`src/rtl/simple_spi_slave_pkg.sv`:
```
// -----------------------------------------------------------------------------
// simple_spi_slave_pkg
//   Definitions shared by the SPI slave core and its pin synchronizer:
//   FSM state encoding, settings register offsets, config field positions,
//   and a helper that turns the num_bits field into a frame length.
// -----------------------------------------------------------------------------
package simple_spi_slave_pkg;

  typedef enum logic [1:0] {
    ST_IDLE  = 2'd0,
    ST_SHIFT = 2'd1,
    ST_DONE  = 2'd2
  } state_t;

  // Settings register offsets relative to BASE.
  localparam logic [7:0] REG_CFG    = 8'd0;
  localparam logic [7:0] REG_TXDATA = 8'd1;

  // Config word field positions.
  localparam int CFG_NUM_BITS_LSB = 0;
  localparam int CFG_NUM_BITS_W   = 6;
  localparam int CFG_RX_EDGE_BIT  = 30;
  localparam int CFG_TX_EDGE_BIT  = 31;

  // Edge bits give the sclk level after the edge of interest.
  typedef struct packed {
    logic       tx_edge;
    logic       rx_edge;
    logic [5:0] num_bits;
  } cfg_t;

  // A num_bits field of 0 encodes a full 32-bit frame.
  function automatic logic [5:0] frame_len(input logic [5:0] num_bits);
    return (num_bits == 6'd0) ? 6'd32 : num_bits;
  endfunction

endpackage

```
`src/rtl/spi_pin_sync.sv`:
```
// -----------------------------------------------------------------------------
// spi_pin_sync
//   Brings one asynchronous SPI pin into the clock domain through a 2-flop
//   synchronizer. With SIMPLE_SPI_SLAVE_GLITCH_FILTER_EN defined, the output
//   only follows the synchronized value once two consecutive synchronized
//   samples agree, which adds one clock of latency and swallows 1-cycle pulses.
//
// Ports
//   clock     system clock
//   reset     synchronous, active-high
//   pin       asynchronous pin input
//   sync      synchronized (optionally filtered) pin level
// Parameters
//   RESET_VAL level every stage takes during reset
// -----------------------------------------------------------------------------
module spi_pin_sync #(
  parameter logic RESET_VAL = 1'b0
) (
  input  logic clock,
  input  logic reset,
  input  logic pin,
  output logic sync
);

  logic [1:0] meta;

  // NOTE: sequential state is always assigned with <= so every flop samples
  // pre-edge values regardless of statement order.
  always_ff @(posedge clock) begin
    if (reset) meta <= {2{RESET_VAL}};
    else       meta <= {meta[0], pin};
  end

`ifdef SIMPLE_SPI_SLAVE_GLITCH_FILTER_EN
  logic prev;
  logic held;

  // Follow the synchronized level only when it matches the previous sample;
  // otherwise keep presenting the last accepted level.
  assign sync = (meta[1] == prev) ? prev : held;

  always_ff @(posedge clock) begin
    if (reset) begin
      prev <= RESET_VAL;
      held <= RESET_VAL;
    end else begin
      prev <= meta[1];
      held <= sync;
    end
  end
`else
  assign sync = meta[1];
`endif

endmodule

```
`src/rtl/simple_spi_slave.sv`:
```
// -----------------------------------------------------------------------------
// simple_spi_slave
//   Settings-bus controlled SPI slave. The external master's sen/sclk/mosi are
//   oversampled on the system clock; MOSI is shifted into a receive register
//   and a host-loaded word is shifted out on MISO. Each completed word updates
//   readback and pulses rx_stb; losing sen mid-word pulses abort_stb.
//
//   Optional build macro: SIMPLE_SPI_SLAVE_GLITCH_FILTER_EN (sclk/sen/mosi
//   glitch filter inside spi_pin_sync).
//
// Ports
//   clock, reset            system clock, synchronous active-high reset
//   set_stb/addr/data       settings bus (BASE+0 config, BASE+1 tx data)
//   readback                last completed receive word
//   rx_stb                  one-cycle pulse when readback updates
//   abort_stb               one-cycle pulse when sen drops mid-word
//   tx_ready                transmit holding register is empty
//   sen, sclk, mosi         asynchronous SPI pins from the master
//   miso                    SPI data out, 0 when not selected
//   debug                   {state, sen_s, sclk_s, mosi_s, miso, bit_counter, 0}
// -----------------------------------------------------------------------------
module simple_spi_slave
  import simple_spi_slave_pkg::*;
#(
  parameter int   BASE     = 0,
  parameter logic CLK_IDLE = 1'b0,
  parameter logic SEN_IDLE = 1'b1
) (
  input  logic        clock,
  input  logic        reset,
  input  logic        set_stb,
  input  logic [7:0]  set_addr,
  input  logic [31:0] set_data,
  output logic [31:0] readback,
  output logic        rx_stb,
  output logic        abort_stb,
  output logic        tx_ready,
  input  logic        sen,
  input  logic        sclk,
  input  logic        mosi,
  output logic        miso,
  output logic [31:0] debug
);

  localparam logic [7:0] BASE_ADDR = BASE[7:0];

  // ---------------------------------------------------------------------------
  // Pin synchronizers. sen resets to its active level so a master still
  // selecting us across reset is not mistaken for a fresh select.
  // ---------------------------------------------------------------------------
  logic sen_s, sclk_s, mosi_s;

  spi_pin_sync #(.RESET_VAL(~SEN_IDLE)) u_sync_sen (
    .clock (clock), .reset (reset), .pin (sen),  .sync (sen_s)
  );
  spi_pin_sync #(.RESET_VAL(CLK_IDLE)) u_sync_sclk (
    .clock (clock), .reset (reset), .pin (sclk), .sync (sclk_s)
  );
  spi_pin_sync #(.RESET_VAL(1'b0)) u_sync_mosi (
    .clock (clock), .reset (reset), .pin (mosi), .sync (mosi_s)
  );

  // ---------------------------------------------------------------------------
  // State
  // ---------------------------------------------------------------------------
  state_t      state_q, state_d;
  logic        sclk_q, sen_q;
  cfg_t        cfg_q;          // host-written config
  cfg_t        cfg_act;        // config captured at select
  logic [31:0] tx_hold;
  logic        tx_ready_q;
  logic [31:0] tx_shift, rx_shift;
  logic [5:0]  bit_cnt;
  logic        tx_skip;        // suppress the first leading-edge tx shift
  logic [31:0] readback_q;
  logic        rx_stb_q, abort_stb_q;

  // ---------------------------------------------------------------------------
  // Edge / event decode
  // ---------------------------------------------------------------------------
  logic        sclk_edge, rx_edge, tx_edge, select, sen_off, last_bit;
  logic [31:0] rx_shift_next;
  logic [5:0]  bit_cnt_next;
  logic        cfg_wr, tx_wr;

  assign sclk_edge     = (sclk_s != sclk_q);
  assign rx_edge       = sclk_edge && (sclk_s == cfg_act.rx_edge);
  assign tx_edge       = sclk_edge && (sclk_s == cfg_act.tx_edge);
  assign select        = (sen_q == SEN_IDLE) && (sen_s != SEN_IDLE);
  assign sen_off       = (sen_s == SEN_IDLE);
  assign rx_shift_next = {rx_shift[30:0], mosi_s};
  assign bit_cnt_next  = bit_cnt + 6'd1;
  assign last_bit      = rx_edge && (bit_cnt_next == frame_len(cfg_act.num_bits));
  assign cfg_wr        = set_stb && (set_addr == BASE_ADDR + REG_CFG);
  assign tx_wr         = set_stb && (set_addr == BASE_ADDR + REG_TXDATA);

  // Config bits outside the decoded fields are reserved.
  logic unused_set_data;
  assign unused_set_data = ^set_data[29:6];

  // ---------------------------------------------------------------------------
  // FSM next state and strobes
  // ---------------------------------------------------------------------------
  logic do_select, do_finish, do_abort;

  // NOTE: every always_comb output gets a default first so no path can leave
  // it unassigned and infer a latch.
  always_comb begin
    state_d   = state_q;
    do_select = 1'b0;
    do_finish = 1'b0;
    do_abort  = 1'b0;
    case (state_q)
      ST_IDLE: begin
        if (select) begin
          state_d   = ST_SHIFT;
          do_select = 1'b1;
        end
      end
      ST_SHIFT: begin
        // Deselect wins over a coinciding last edge, so the two strobes
        // can never fire together.
        if (sen_off) begin
          state_d  = ST_IDLE;
          do_abort = 1'b1;
        end else if (last_bit) begin
          state_d   = ST_DONE;
          do_finish = 1'b1;
        end
      end
      ST_DONE: begin
        if (sen_off) state_d = ST_IDLE;
      end
      default: state_d = ST_IDLE;
    endcase
  end

  always_ff @(posedge clock) begin
    if (reset) state_q <= ST_IDLE;
    else       state_q <= state_d;
  end

  // ---------------------------------------------------------------------------
  // Datapath and settings registers
  // ---------------------------------------------------------------------------
  always_ff @(posedge clock) begin
    if (reset) begin
      sclk_q      <= CLK_IDLE;
      sen_q       <= ~SEN_IDLE;
      cfg_q       <= '0;
      cfg_act     <= '0;
      tx_hold     <= '0;
      tx_ready_q  <= 1'b1;
      tx_shift    <= '0;
      rx_shift    <= '0;
      bit_cnt     <= '0;
      tx_skip     <= 1'b0;
      readback_q  <= '0;
      rx_stb_q    <= 1'b0;
      abort_stb_q <= 1'b0;
    end else begin
      sclk_q      <= sclk_s;
      sen_q       <= sen_s;
      rx_stb_q    <= do_finish;
      abort_stb_q <= do_abort;

      if (do_finish) readback_q <= rx_shift_next;

      if (cfg_wr) begin
        cfg_q.num_bits <= set_data[CFG_NUM_BITS_LSB +: CFG_NUM_BITS_W];
        cfg_q.rx_edge  <= set_data[CFG_RX_EDGE_BIT];
        cfg_q.tx_edge  <= set_data[CFG_TX_EDGE_BIT];
      end

      if (do_select) begin
        cfg_act    <= cfg_q;
        tx_shift   <= tx_ready_q ? 32'd0 : tx_hold;
        tx_ready_q <= 1'b1;
        bit_cnt    <= '0;
        rx_shift   <= '0;
        tx_skip    <= (cfg_q.tx_edge == ~CLK_IDLE);
      end

      if (state_q == ST_SHIFT) begin
        if (rx_edge) begin
          rx_shift <= rx_shift_next;
          bit_cnt  <= bit_cnt_next;
        end
        if (tx_edge) begin
          if (tx_skip) tx_skip  <= 1'b0;
          else         tx_shift <= {tx_shift[30:0], 1'b0};
        end
      end

      // Placed after the select branch: a write landing on the select cycle
      // stays pending (tx_ready low) while the old word goes out.
      if (tx_wr) begin
        tx_hold    <= set_data;
        tx_ready_q <= 1'b0;
      end
    end
  end

  // ---------------------------------------------------------------------------
  // Outputs
  // ---------------------------------------------------------------------------
  assign miso      = (state_q != ST_IDLE) ? tx_shift[31] : 1'b0;
  assign readback  = readback_q;
  assign rx_stb    = rx_stb_q;
  assign abort_stb = abort_stb_q;
  assign tx_ready  = tx_ready_q;
  assign debug     = {state_q, sen_s, sclk_s, mosi_s, miso, bit_cnt, 20'b0};

endmodule

```
`config.mk`:
```
export PLATFORM = sky130hd
export DESIGN_NAME = simple_spi_slave
export DESIGN_NICKNAME = d
export VERILOG_FILES = /design/src/rtl/simple_spi_slave_pkg.sv /design/src/rtl/spi_pin_sync.sv /design/src/rtl/simple_spi_slave.sv
export SDC_FILE = /design/constraint.sdc
export NUM_CORES = 1
export LEC_CHECK = 0
export BUFFER_PORTS_ARGS = -buffer_cell sky130_fd_sc_hd__buf_2
export CAP_MARGIN = 20
export CORE_AREA = 8 8 160 162
export DETAILED_ROUTE_END_ITERATION = 8
export DIE_AREA = 0 0 168 170
export PLACE_DENSITY_LB_ADDON = 0.25
export SYNTH_ARGS = -nofsm -noshare
export SYNTH_HDL_FRONTEND = slang
export SYNTH_SLANG_ARGS = --single-unit
```
`constraint.sdc`:
```
create_clock -name clock -period 3.3 [get_ports clock]
set_input_delay 0.66 -clock clock [delete_from_list [all_inputs] [get_ports clock]]
set_output_delay 0.66 -clock clock [all_outputs]
set_load 0.01 [all_outputs]
```
==> qor.txt <==
Register area share after synthesis - 47.9%
LEAKAGE - 2.82 nW
Worst path bufs/invs - 1
Worst Path Required - 3590 ps
Post-CTS resize count - 0
Syn Std Cell Area - 6810 um2
Most used DFF post-synth - dfxtp_1
Hold_buf cts - 0
DR DRC count - 0
Max_cap viols - 0
Antenna violations before repair - 0
Worst-margin pin slew - 805 ps
Clock sinks - 163
First-pass DRT Iterations - 4
Total CTS buffers - 17
Combinational power share - 2.9%
GPL Wtd Cong - 0.735
Switching share of total power - 22.4%
WS Path Type - reg2reg
Clock slew at reported path FFs - 70 ps
Status - finished clean
HP Class - reg2reg
Mapped Cells - 804
Ys Warns - 0
Starting DRC count in detailed routing - 369
Register area - 3260 um2
Fraction of registers with async set/reset - 0%
Filler cell count - 2,461
Fmax - 0.440 GHz
Fin crit share - 68.9%
Pwr/cell area - 509 nW/um2
Root buf cell - clkbuf_16
Dpl ws - 938 ps
I/O Buffers - 93
Wire per inst - 14.9 um
Fraction of layout cells with a size suffix above 1 - 18.4%
Sequential Power Share - 48.8%
Pint - 3.15 mW
Pin count of the biggest net entering global routing - 76
Multi-input combinational cell area - 3130 um2
Critical path launch point type - register
Post-synthesis adder-cell area fraction - 0.184%
I/O pin cnt - 114
Clk_skew - 12.7 ps
Vias in the first global route - 5,420
Longest Clk Path Bufs - 2
Gr usage total - 12.2%
CTS tree - done
Count of antenna-violating nets left after detailed routing - 0
Largest family of logic cells by synthesized area - simple AND/OR/NAND/NOR gates
CP max stage delay - 470 ps
Endpoints failing hold - 0
Net Switching - 910 uW
Peak supply drop - 0.000256 V
Number of endpoints failing setup at the final stage - 0
Rows - 56
Core area - 23,100 um2
Compound-Gate Fraction of Synth Area - 19.6%
Part of the power in the clock network - 48.3%
Setup TNS Final - 0 ps
Synth unique cells - 45
Vias per cell - 4.88
CP max FO - 32
Worst path slowest cell - dfxtp_1
Multiplexer area fraction after synthesis - 1.18%
Die X - 168 um
Setup WS post-layout - 1030 ps
Final HPWL DP - 10,600 um
Slew Limit Fails - 0
Critical Path End Type - register
Slew Limit Headroom - 46.3%
CP delay by family, top - compound AO/OA/AOI/OAI gates
RSZ-0062 raised after global routing - no
# diodes - 0
Post-Synth Simple-Gate Area - 21.6%
Fin nets - 898
CP Data Arrival Time - 2570 ps
Hold WS - 434 ps
Die area - 28,600 um2
Area Growth Syn to Fin - 17.1%
First-pass GRT wire length - 28,600 um
Die H - 170 um
Grt ovf - 0
Starting density of the core - 29.5%
Mean Syn Cell Area - 8.47 um2
CTS H-tree depth - 4
Yosys reg bits - 163
Via count - 5,629
Cells along the critical path - ha_1 -> xnor2_1 -> o2111ai_1 -> or3_1 -> buf_4 -> o31ai_1 -> a21oi_1
Routed WL - 17,200 um
Post-synth EDFFs - 0
Post-route minimum period - 2270 ps
Setup bufs post-CTS - 0
Clk Latency, worst-skew pair - 420 ps
Xor and xnor area share after synthesis - 1.89%
[cells in the mapped netlist (12+ instances only)]
library cell  count  area (um2)
nor3b_1          33         248
nand3_1          37         185
dfxtp_1         163        3260
clkbuf_1         61         229
nor2_1           52         195
buf_4            24         180
nand2_1         116         435
nand4_1          32         200
a211oi_1         31         233
o31ai_2          12         150
o31ai_1          20         150
a21oi_1         143         716
[path summary, 6_finish.rpt]
| kind | from | to | slack, ps | cells past startpoint |
|---|---|---|---|---|
| min reg2reg | u_sync_sclk.meta[0]$_SDFF_PP0_ | u_sync_sclk.meta[1]$_SDFF_PP0_ | 430 | 1 |
| min | u_sync_sclk.meta[0]$_SDFF_PP0_ | u_sync_sclk.meta[1]$_SDFF_PP0_ | 430 | 1 |
| max reg2reg | bit_cnt[0]$_SDFF_PP0_ | readback[24]$_SDFFE_PP0P_ | 1030 | 7 |
| max | bit_cnt[0]$_SDFF_PP0_ | readback[24]$_SDFFE_PP0P_ | 1030 | 7 |
[cell families (layout without fill, tap and decap cells)]
| kind of cell | after synthesis | after routing |
|---|---|---|
| AND/OR/NAND/NOR | 300 | 300 |
| other | 1 | 20 |
| adder cells (fa/ha/maj) | 1 | 1 |
| buffers and inverters | 103 | 144 |
| XOR/XNOR | 10 | 10 |
| flip-flops | 163 | 163 |
| multiplexers | 8 | 8 |
| AO/OA/AOI/OAI | 218 | 218 |
[final cells by class]
type / instances / share of cell area (%)
Clock buffer: 21 / 5.65
Clock inverter: 11 / 1.59
Inverter: 2 / 0.0942
Multi-Input combinational cell: 557 / 39.2
Sequential cell: 163 / 40.9
Tap cell: 290 / 4.55
Timing Repair Buffer: 110 / 7.94
[metal layers]
metal / track usage (%) / share of wire, % / vias to the layer above
met5: 0 / 0 / -
met4: 3.26 / 0.93 / 0
met3: 3.24 / 4.4 / 11
met2: 19.4 / 46 / 100
met1: 16.0 / 49 / 2637
li1: - / - / 2881
[per-stage QoR]
step	instance area [um2]	power, mW	utilization (%)	std cells
after floorplan	6880	2.11	-	823
after global placement	7380	2.14	32.0	1121
after detailed placement	7400	2.14	32.1	1122
after CTS	7970	4.11	34.6	1154
after global routing	7970	4.23	34.6	1154
final	7970	4.06	34.6	1154
[worst reg2reg max path: stages, from the launching register on]
cell and delay [ps]:
dfxtp_1 470, ha_1 300, xnor2_1 150, o2111ai_1 210, or3_1 410, buf_4 270
o31ai_1 260, a21oi_1 100
[flip-flops by register name (all words and copies together) (netlist names)]
signal	count
rx_stb	1
state_q	2
tx_shift	32
sclk_q	1
cfg_q	8
u_sync_sclk.meta	2
rx_shift	31
u_sync_sen.meta	2
tx_skip	1
tx_ready	1
u_sync_mosi.meta	2
readback	32
abort_stb	1
bit_cnt	6
tx_hold	32
sen_q	1
cfg_act	8
[placed cells by master (no fill, tap or decap), drive strengths merged, types with 3 or more instances in the layout]
| cell type | synthesis | final |
|---|---|---|
| nand4 | 32 | 32 |
| clkinvlp | 0 | 4 |
| nand2 | 116 | 116 |
| nor3b | 33 | 33 |
| o31ai | 32 | 32 |
| xnor3 | 3 | 3 |
| xnor2 | 4 | 4 |
| nand3b | 3 | 3 |
| conb | 1 | 20 |
| a21oi | 143 | 143 |
| clkinv | 0 | 3 |
| nor2 | 52 | 52 |
| nand3 | 37 | 37 |
| o21ai | 4 | 4 |
| xor2 | 3 | 3 |
| clkbuf | 61 | 21 |
| nor3 | 3 | 3 |
| a211oi | 31 | 31 |
| inv | 2 | 4 |
| nor2b | 10 | 10 |
| mux2i | 8 | 8 |
| buf | 40 | 110 |
| dfxtp | 163 | 163 |
[power by group through the flow]
| stage | Clock [mW] | Combinational (mW) | Sequential (mW) |
|---|---|---|---|
| final | 1.96 | 0.118 | 1.98 |
| after global routing | 2.12 | 0.131 | 1.98 |
| after CTS | 2.02 | 0.119 | 1.98 |
| after detailed placement | 0 | 0.119 | 2.02 |
| after global placement | 0 | 0.119 | 2.02 |
| after floorplan | 0 | 0.0856 | 2.02 |
Note: power is estimated with default switching activity, not from simulation.
